### config.mk
export PLATFORM = sky130hd
export DESIGN_NAME = grey_to_bcd_seq
export DESIGN_NICKNAME = d
export VERILOG_FILES = /design/src/rtl/grey_to_bcd_seq.sv
export SDC_FILE = /design/constraint.sdc
export NUM_CORES = 1
export LEC_CHECK = 0
export ABC_AREA = 1
export BUFFER_PORTS_ARGS = -buffer_cell sky130_fd_sc_hd__buf_2
export CELL_PAD_IN_SITES_DETAIL_PLACEMENT = 0
export CELL_PAD_IN_SITES_GLOBAL_PLACEMENT = 1
export CORE_MARGIN = 5
export CORE_UTILIZATION = 35
export CTS_CLUSTER_SIZE = 40
export DETAILED_ROUTE_END_ITERATION = 8
export GPL_TIMING_DRIVEN = 0
export PLACE_DENSITY = 0.76
export REMOVE_ABC_BUFFERS = 1
export SYNTH_ARGS = -nofsm -noshare
export SYNTH_HDL_FRONTEND = slang
export SYNTH_SLANG_ARGS = --single-unit
### constraint.sdc
create_clock -name clk -period 2.96 [get_ports clk]
set_input_delay 0.148 -clock clk [delete_from_list [all_inputs] [get_ports clk]]
set_output_delay 0.148 -clock clk [all_outputs]
set_load 0.01 [all_outputs]
### src/rtl/grey_to_bcd_seq.sv
// Bit-serial Gray-to-binary decoder: resolves one bit per clock, MSB first, with valid/ready on both sides.
// Defining GREY_DEC_ADJ_CHECK_EN adds the adj_err output flagging non-adjacent consecutive Gray words.
module grey_to_bcd_seq #(
    parameter int N = 8
) (
    input  logic         clk,
    input  logic         rst_n,
    input  logic         in_valid,
    output logic         in_ready,
    input  logic [N-1:0] grey,
    output logic         out_valid,
    input  logic         out_ready,
    output logic [N-1:0] bcd
`ifdef GREY_DEC_ADJ_CHECK_EN
    ,
    output logic         adj_err
`endif
);
    localparam int            IW        = $clog2(N);
    localparam logic [IW-1:0] IDX_ONE   = IW'(1);
    localparam logic [IW-1:0] IDX_START = IW'(N - 2);

    typedef enum logic [1:0] {
        S_IDLE,
        S_CONV,
        S_DONE
    } state_t;

    state_t        r_state;
    state_t        w_next;
    logic [N-1:0]  r_g;
    logic [N-1:0]  r_acc;
    logic [IW-1:0] r_idx;
    logic          w_accept;
    logic          w_consume;
    logic          w_bit;

    always_ff @(posedge clk) begin
        if (!rst_n) begin
            r_state <= S_IDLE;
        end else begin
            r_state <= w_next;
        end
    end

    always_comb begin
        w_next    = r_state;
        in_ready  = 1'b0;
        out_valid = 1'b0;
        case (r_state)
            S_IDLE: begin
                in_ready = 1'b1;
                if (in_valid) w_next = S_CONV;
            end
            S_CONV: begin
                if (r_idx == '0) w_next = S_DONE;
            end
            S_DONE: begin
                out_valid = 1'b1;
                if (out_ready) w_next = S_IDLE;
            end
            default: w_next = S_IDLE;
        endcase
    end

    assign w_accept  = (r_state == S_IDLE) && in_valid;
    assign w_consume = (r_state == S_DONE) && out_ready;
    // Each binary bit is the previous (higher) binary bit XOR the Gray bit at the same position.
    assign w_bit     = r_acc[r_idx + IDX_ONE] ^ r_g[r_idx];

    always_ff @(posedge clk) begin
        if (!rst_n) begin
            r_g   <= '0;
            r_acc <= '0;
            r_idx <= '0;
        end else if (w_accept) begin
            r_g   <= grey;
            r_acc <= {grey[N-1], {(N-1){1'b0}}};
            r_idx <= IDX_START;
        end else if (r_state == S_CONV) begin
            r_acc[r_idx] <= w_bit;
            r_idx        <= r_idx - IDX_ONE;
        end
    end

    assign bcd = out_valid ? r_acc : '0;

`ifdef GREY_DEC_ADJ_CHECK_EN
    logic [N-1:0] r_prev;
    logic         r_seen;
    logic         r_adj;

    function automatic int unsigned f_popcount(input logic [N-1:0] v);
        int unsigned c;
        c = 0;
        for (int i = 0; i < N; i++) c = c + {31'd0, v[i]};
        return c;
    endfunction

    always_ff @(posedge clk) begin
        if (!rst_n) begin
            r_prev <= '0;
            r_seen <= 1'b0;
            r_adj  <= 1'b0;
        end else if (w_accept) begin
            r_prev <= grey;
            r_seen <= 1'b1;
            r_adj  <= r_seen && (f_popcount(grey ^ r_prev) > 32'd1);
        end else if (w_consume) begin
            r_adj  <= 1'b0;
        end
    end

    assign adj_err = r_adj;
`else
    logic w_unused;
    assign w_unused = w_consume;
`endif

endmodule

# After elaboration in Yosys (flattened, before gate mapping)
# Cells that the tools add are included.
[totals]
regBits = 21
latch_bits = 0
mem_bits_rw = 0
romBits = 0
in_bits = 12
out_inout_bits = 10
elab_cells = 43
mem_count = 0
[classes]
add_sub_neg = 2
mul = 0
div = 0
order_cmp = 3
n_eq_ne = 5
n_shift = 0
muxes = 18
n_bitwise = 2
n_reduce_logical = 7
[ops]
columns = ["operator", "n"]
rows = [
  ["8-bit 2-to-1 mux", 3],
  ["8-bit bitwise mux", 1],
  ["3-bit by 4-bit < comparator with 1-bit output, second input constant", 2],
  ["1-bit binary-select mux with 3-bit select", 2],
  ["2-bit 2-to-1 mux", 3],
  ["3-bit 2-to-1 mux", 2],
  ["2-bit != test, second input constant", 3],
  ["2-bit one-hot mux with 3 select lines", 1],
  ["1-bit 2-to-1 mux", 5],
  ["3-bit by 1-bit adder with 3-bit output, second input constant", 1],
  ["1-bit demux with 3-bit select", 1],
  ["3-bit by 1-bit >= comparator with 1-bit output, second input constant", 1],
  ["3-bit zero test", 1],
  ["3-bit AND reduction", 1],
  ["3-bit by 1-bit subtractor with 3-bit output, second input constant", 1],
  ["2-bit by 1-bit equality test with 1-bit output, second input constant", 1],
  ["2-bit equality test, second input constant", 1],
  ["1-bit logical AND", 2],
  ["2-bit zero test", 1],
  ["2-bit nonzero test", 1],
  ["2-bit OR reduction", 1],
  ["1-bit NOT", 1],
  ["1-bit XOR", 1],
]

# Logic depth before layout (Yosys ltp)
# Gate-level depths: netlist of the first run.
[depth]
depth_word = 7
depth_mapped = 11
depth_no_buf = 11

# Worst setup path after synthesis of the first run
# Ideal clock, no wire load.
[synth_path]
path_type = "reg2reg"
start = "reg r_idx[1]"
end = "reg r_acc[0]"
setup_time_ns = 0.113
arrival_ns = 1.472
t_required_ns = 2.847
path_slack_ns = 1.375
stages_incl_launch_ff = 11
n_path_buf = 0
period_less_slack_ns = 1.585
path_cell_list = "dfxtp_1 -> inv_2 -> ha_1 -> inv_1 -> nand3_1 -> nand3_1 -> nand2_1 -> nand2_2 -> nand2_4 -> o21ai_1 -> inv_1"
[synth_between]
elab_chain_cells = 5
elab_cells_between_ends = 12
classes_between = "add/sub (1); order compare (2); mux (7); bitwise (1); reduce/logical (1)"
[synth_rtl]
columns = ["item", "line", "text"]
rows = [
  ["start: declaration", "33", "logic [IW-1:0] r_idx;"],
  ["start signal: assignment", "82", "r_idx <= r_idx - IDX_ONE;"],
  ["3-bit by 1-bit adder with 3-bit output, or another cell as far along", "69", "assign w_bit = r_acc[r_idx + IDX_ONE] ^ r_g[r_idx];"],
  ["1-bit binary-select mux with 3-bit select or 1-bit logical AND (tied branches)", "69, 81", ""],
  ["1-bit 2-to-1 mux (on tied branches)", "69, 81", ""],
  ["1-bit XOR or 1-bit demux with 3-bit select (tied branches)", "69, 81", ""],
  ["8-bit bitwise mux (*)", "81", "r_acc[r_idx] <= w_bit;"],
  ["end signal: assignment", "78", "r_acc <= {grey[N-1], {(N-1){1'b0}}};"],
  ["end signal: indexed assignment", "81", ""],
  ["end: declaration", "32", "logic [N-1:0] r_acc;"],
]
# Mark *: on every way between the ends. The rest lies on a longest branch, timed or not. The select of a mux whose other input is x is not followed.
# A chain may end at the register's enable or synchronous reset.

# Worst setup path in the final report of the first run
[layout_path]
start = "reg r_idx[0]"
end = "reg r_acc[6]"
# Same word-level chain as after synthesis.

==> results of run 1 <==
## power breakdown
part / switching [mW] / internal [mW] / total (mW) / leakage, nW
Clock: 0.0915 / 0.0504 / 0.142 / 0.0177
Sequential: 0.0190 / 0.304 / 0.323 / 0.172
Combinational: 0.120 / 0.0598 / 0.179 / 0.523
Total: 0.230 / 0.414 / 0.644 / 0.713
## cell usage in the layout (no fill, tap or decap), types with 2 or more instances in the layout
cell / n
nand2_1: 52
inv_1: 36
nor2_1: 22
buf_2: 21
dfxtp_1: 21
nand3_1: 19
a21oi_1: 15
o21ai_0: 9
nor3_1: 4
o21ai_1: 4
inv_2: 3
nand2_2: 3
ha_1: 3
clkbuf_4: 3
nor2_4: 2
## flip-flops by register name, indices dropped and copies added (netlist names)
name     flops
r_acc        8
r_g          8
r_idx        3
r_state      2
## logic make-up (layout without fill, tap and decap cells)
group	Yosys count	count (layout)	synth area share (%)
flip-flops	21	21	33.6
adder cells (fa/ha/maj)	3	3	3.00
AND/OR/NAND/NOR	104	104	36.1
buffers and inverters	45	66	15.5
AO/OA/AOI/OAI	29	29	11.7
## through the flow
stage               hold WS, ps  cell area, um^2  total power, mW  util, %
global route                108             1400            0.698     41.4
floorplan                   246             1210            0.462        -
CTS                        98.6             1400            0.658     41.4
finish                      106             1400            0.644     41.4
detailed placement          436             1380            0.511     40.6
global placement            422             1380            0.512     40.6
## critical path: stages (launching register included)
cell and delay (ps):
dfxtp_1 620, inv_2 210, ha_1 430, inv_1 130, nand3_1 80, nand3_1 80, nand2_1 80, nand2_2 120
nand2_4 80, o21ai_1 120, inv_1 50
## path summary, 6_finish.rpt
check | start | to
hold reg to reg | r_g[0] | r_g[0]
hold / removal | grey[3] | r_g[3]
setup reg to reg | r_idx[0] | r_acc[6]
setup / recovery | r_idx[0] | r_acc[6]
## layer usage
layer	wire [um]	share of wire (%)
met1	1360	49
met2	1270	46
met3	120	4.3
met4	21	0.76
met5	0	0
## cell type report
type,instances,share of cell area (%)
clock buffer,3,1.61
clock inverter,1,0.357
inverter,41,11.2
multi-input combinational,136,45.3
sequential,21,30.0
tap,46,4.10
timing repair buffer,21,7.49
==> results.yml, run 1 <==
worst_setup_path:
  cp.required_ps: 3180
  r2r_slack_ps: 860
  startpoint_type: "flip-flop"
  end_kind: "flip-flop"
  r2r_cells: 10
  worstSetupPathType: "reg2reg"
  path_max_fanout: 12
  cp_data_arrival_time_ps: 2310
global_routing:
  grt_use_total_pct: 12.2
  grt_pass1_vias: 1054
  grt_use_met3_pct: 2.32
  grt_pass1_wl_um: 4830
  gr-total-overflow: 0
  antenna_found_initial: 0
  use_met1_pct: 15.4
  met2_usage_pct: 20.6
  grt_max_degree: 19
  grt_busiest_layer: "met2"
placed_design:
  finalWeightedCongestion: 0.832
  dp_cells: 265
  port_buffers: 21
  hpwl_um: 2170
  dp_slack_ps: 875
die:
  io_pins: 22
  initial_utilization_pct: 36.9
  die_w_um: 69.8
  core_area_um2: 3390
  rows: 21
  die_y_um: 69.8
  dieArea_um2: 4870
yosys:
  synth-edff-count: 0
  asyncSetResetFlopFracSynth_pct: 0
  synthTopCellsByCount: "52 x nand2_1, 36 x inv_1, 22 x nor2_1"
  synthDistinctLibCells: 20
  syn_avg_cell_area_um2: 6.19
  synthTopCellsByArea: "dfxtp_1 34%, nand2_1 16%, inv_1 11%"
  synth_cells: 202
  synth_top_area_share_pct: 33.6
  ys_seq_area_share_pct: 33.6
  netlist_area_um2: 1250
  yosysWarningCount: 0
  ys.flop_type: "dfxtp_1"
  yosysTopAreaCell: "dfxtp_1"
  yosysMostFrequentCell: "nand2_1"
  ys_seq_elements: 21
clocking:
  h-tree-depth: 1
  cts_repair_resize_count: 0
  clk_pin_slew_ps: 120
  cts_made_buffers: 3
  cts_hold_buf: 0
  clk_latency_ps: 300
  cts_buffer_depth: 2
  cts_tree: "yes"
  cts_setup_buffers: 0
  clkSinkCount: 21
  cts_root_buf: "clkbuf_4"
detailed_routing:
  avgViaCountPerCell: 4.39
  route.vias.total: 1182
  detail_route.wl_per_cell_um: 10.3
  drc_errors: 0
  drtIter0Drc: 70
  finalWirelength_um: 2770
  ant_nets: 0
  drt_first_pass_iters: 4
flow_run:
  maxCapViolCount: 0
sta:
  tns_ps: 0
  finalClockSkew_ps: 1.14
  relSlewSlack_pct: 70.1
  post-route-min-period_ps: 2100
  slew_viol_final: 0
  rsz0062_at_grt: "false"
  setup_viol: 0
  period_share_pct: 70.8
  tightest_slew_ps: 448
  setup_slack_ps: 863
  max_freq_mhz: 477
  hold_viol: 0
layout:
  n_antenna_cell: 0
  area_growth_syn_to_layout_pct: 12.2
  fill_cells: 385
  multi_input_area_um2: 636
  nNetsFinal: 239
  final-instance-count-excl-fill: 269
  seq_area_um2: 420
  layout-drive-gt1-share_pct: 15.7
worst_hold_path:
  hold_class: "in2reg"
  whs_path_depth: 3
power_and_ir_drop:
  p_per_area_nw_per_um2: 459
  ir_drop_uv: 242
  leakagePower_nw: 0.713
status:
  status: "completed"
Note: power is estimated with default switching activity, not from simulation.
==> run 2: changes to the inputs <==
- ABC_AREA: 1 -> 0
- PLACE_DENSITY: 0.76 -> 0.72
- clock period: 2.96 -> 2.1 ns (I/O delays scaled with it)
==> results.yml, run 2 <==
sta:
  finalClockSkew_ps: 4.49
  setup_slack_ps: 82.8
  hold_viol: 0
  setup_viol: 0
  rsz0062_at_grt: "false"
  period_share_pct: 96.1
  relSlewSlack_pct: 61.8
  slew_viol_final: 0
  max_freq_mhz: 496
  tightest_slew_ps: 572
  post-route-min-period_ps: 2020
detailed_routing:
  drc_errors: 0
  detail_route.wl_per_cell_um: 12.7
  drtIter0Drc: 69
  drt_first_pass_iters: 4
  wl_met3_um: 137
  met2_length_um: 1250
  ant_nets: 0
  route.vias.total: 1021
  highest_layer: "met4"
  wl_met1_um: 1160
  finalWirelength_um: 2590
  avgViaCountPerCell: 5.03
power_and_ir_drop:
  p_per_area_nw_per_um2: 635
  ir_drop_uv: 255
  leakagePower_nw: 0.554
yosys:
  synthTopCellsByArea: "dfxtp_1 35%, nand2_1 11%, mux4_2 5.6%"
  yosysWarningCount: 0
  synth_top_area_share_pct: 34.7
  synth_cells: 139
  synth-edff-count: 0
  ys_seq_area_share_pct: 34.7
  netlist_area_um2: 1210
  synthDistinctLibCells: 30
  synthTopCellsByCount: "36 x nand2_1, 21 x dfxtp_1, 10 x and2_1"
  asyncSetResetFlopFracSynth_pct: 0
  yosysTopAreaCell: "dfxtp_1"
  yosysMostFrequentCell: "nand2_1"
  ys_seq_elements: 21
  ys.flop_type: "dfxtp_1"
  syn_avg_cell_area_um2: 8.72
die:
  rows: 21
  die_y_um: 68.9
  initial_utilization_pct: 36.3
  dieArea_um2: 4740
  die_w_um: 68.9
  io_pins: 22
  core_area_um2: 3340
global_routing:
  grt_use_total_pct: 12.4
  grt_pass1_wl_um: 4410
  grt_max_degree: 20
  antenna_found_initial: 0
  gr-total-overflow: 0
  grt_pass1_vias: 1049
layout:
  layout-drive-gt1-share_pct: 24.2
  biggestRegsByFlops: "r_acc: 8 flops, r_g: 8 flops, r_idx: 3 flops"
  seq_area_um2: 428
  final_cell_mix: "36 x nand2_1, 21 x buf_2, 19 x dfxtp_1"
  fill_cells: 345
  n_antenna_cell: 0
  multi_input_area_um2: 763
  design_area_um2: 1410
  area_growth_syn_to_layout_pct: 16.6
  nNetsFinal: 173
  final_common_cell: "nand2_1"
worst_setup_path:
  crit_start: "r_idx[0]"
  cp_slowest_cell: "mux4_2"
  worstSetupPathType: "reg2reg"
  r2r_cells: 6
  end_kind: "flip-flop"
  worstReg2RegStart: "r_idx[0]"
  path_cells: "inv_1 > ha_4 > mux4_2 > mux2i_4 > xnor2_4 > o22ai_1"
  crit_buf_inv: 1
  crit_path_max_incr_delay_ps: 540
  cp.depth: 6
  cp_data_arrival_time_ps: 2210
  cp.required_ps: 2290
  critPathTopFamily: "multiplexers"
  startpoint_type: "flip-flop"
  path_max_fanout: 7
clocking:
  clk_latency_ps: 300
  cts_made_buffers: 3
  cts_tree: "yes"
  cts_hold_buf: 0
  cts_root_buf: "clkbuf_4"
  clk_pin_slew_ps: 120
  h-tree-depth: 1
  cts_buffer_depth: 2
  clkSinkCount: 21
worst_hold_path:
  hold_start: "grey[1]"
  whs_path_depth: 3
  hold_class: "in2reg"
status:
  status: "completed"
placed_design:
  port_buffers: 21
  finalWeightedCongestion: 0.796
  dp_slack_ps: -516
  dpl-instance-area_um2: 1330
  hpwl_um: 1820
flow_run:
  maxCapViolCount: 0
## run 2: changes by cell type after synthesis, moves of 4 or more
| cell | previous run | this run |
|---|---|---|
| nand2_1 | 52 | 36 |
| nor2b_1 | 0 | 4 |
| clkbuf_1 | 1 | 7 |
| o22ai_1 | 1 | 8 |
| nor3_1 | 4 | 0 |
| nor2_1 | 22 | 5 |
| nand3_1 | 19 | 5 |
| a21oi_1 | 15 | 1 |
| and2_1 | 1 | 10 |
| o21ai_0 | 9 | 2 |
| a21boi_0 | 0 | 6 |
| inv_1 | 36 | 3 |
## run 2: logic make-up after synthesis
family	synth area share (%)
buf+inv	4.33
xor+xnor	4.13
compound gates	12.3
simple gates	27.9
mux	13.6
fa+ha+maj	3.10
flops	34.7
## run 2: per-layer routing
layer / vias to the layer above / GRT usage, %
met1: 483 / 14.2
met4: 0 / 6.57
met2: 23 / 21.9
li1: 510 / -
met3: 5 / 2.11
met5: - / 0
## run 2: through the flow
step	hold WS [ps]	TNS (ps)	total power, mW	instances	util [%]
after floorplan	222	-785	0.621	129	-
after global placement	346	-3430	0.680	196	40.0
after detailed placement	352	-3780	0.686	196	40.0
after CTS	9.86	0	0.894	202	41.5
after global routing	27.8	0	0.943	203	42.4
final	19.0	0	0.898	203	42.4
## run 2: where the power goes
part / internal (mW) / switching (mW) / total [mW] / leakage (nW)
logic: 0.114 / 0.131 / 0.244 / 0.366
registers: 0.425 / 0.0293 / 0.454 / 0.173
clock network: 0.0741 / 0.126 / 0.200 / 0.0150
## run 2: worst paths after layout
path | to | slack (ps)
worst max-delay path | r_acc[2] | 80
worst min-delay path | r_g[1] | 20
worst max register to register | r_acc[2] | 80
worst min register to register | r_g[0] | 470
## run 2: repair_timing
item                                   CTS  global route
pin swaps                                0             0
setup endpoints to repair                8             7
endpoints found under the hold margin    0             0
gates resized for setup                  5             2
setup buffers                            2             1
## run 2: final cells by class
type                       count  area share, %
timing repair buffer          24           9.03
inverter                       3          0.796
sequential                    21           30.3
tap                           46           4.07
multi-input combinational    105           54.0
clock buffer                   4           1.86
## run 2: worst min-delay path, cell delays in order
cell,delay (ps)
buf_2,90
nand2_1,50
a21boi_1,50
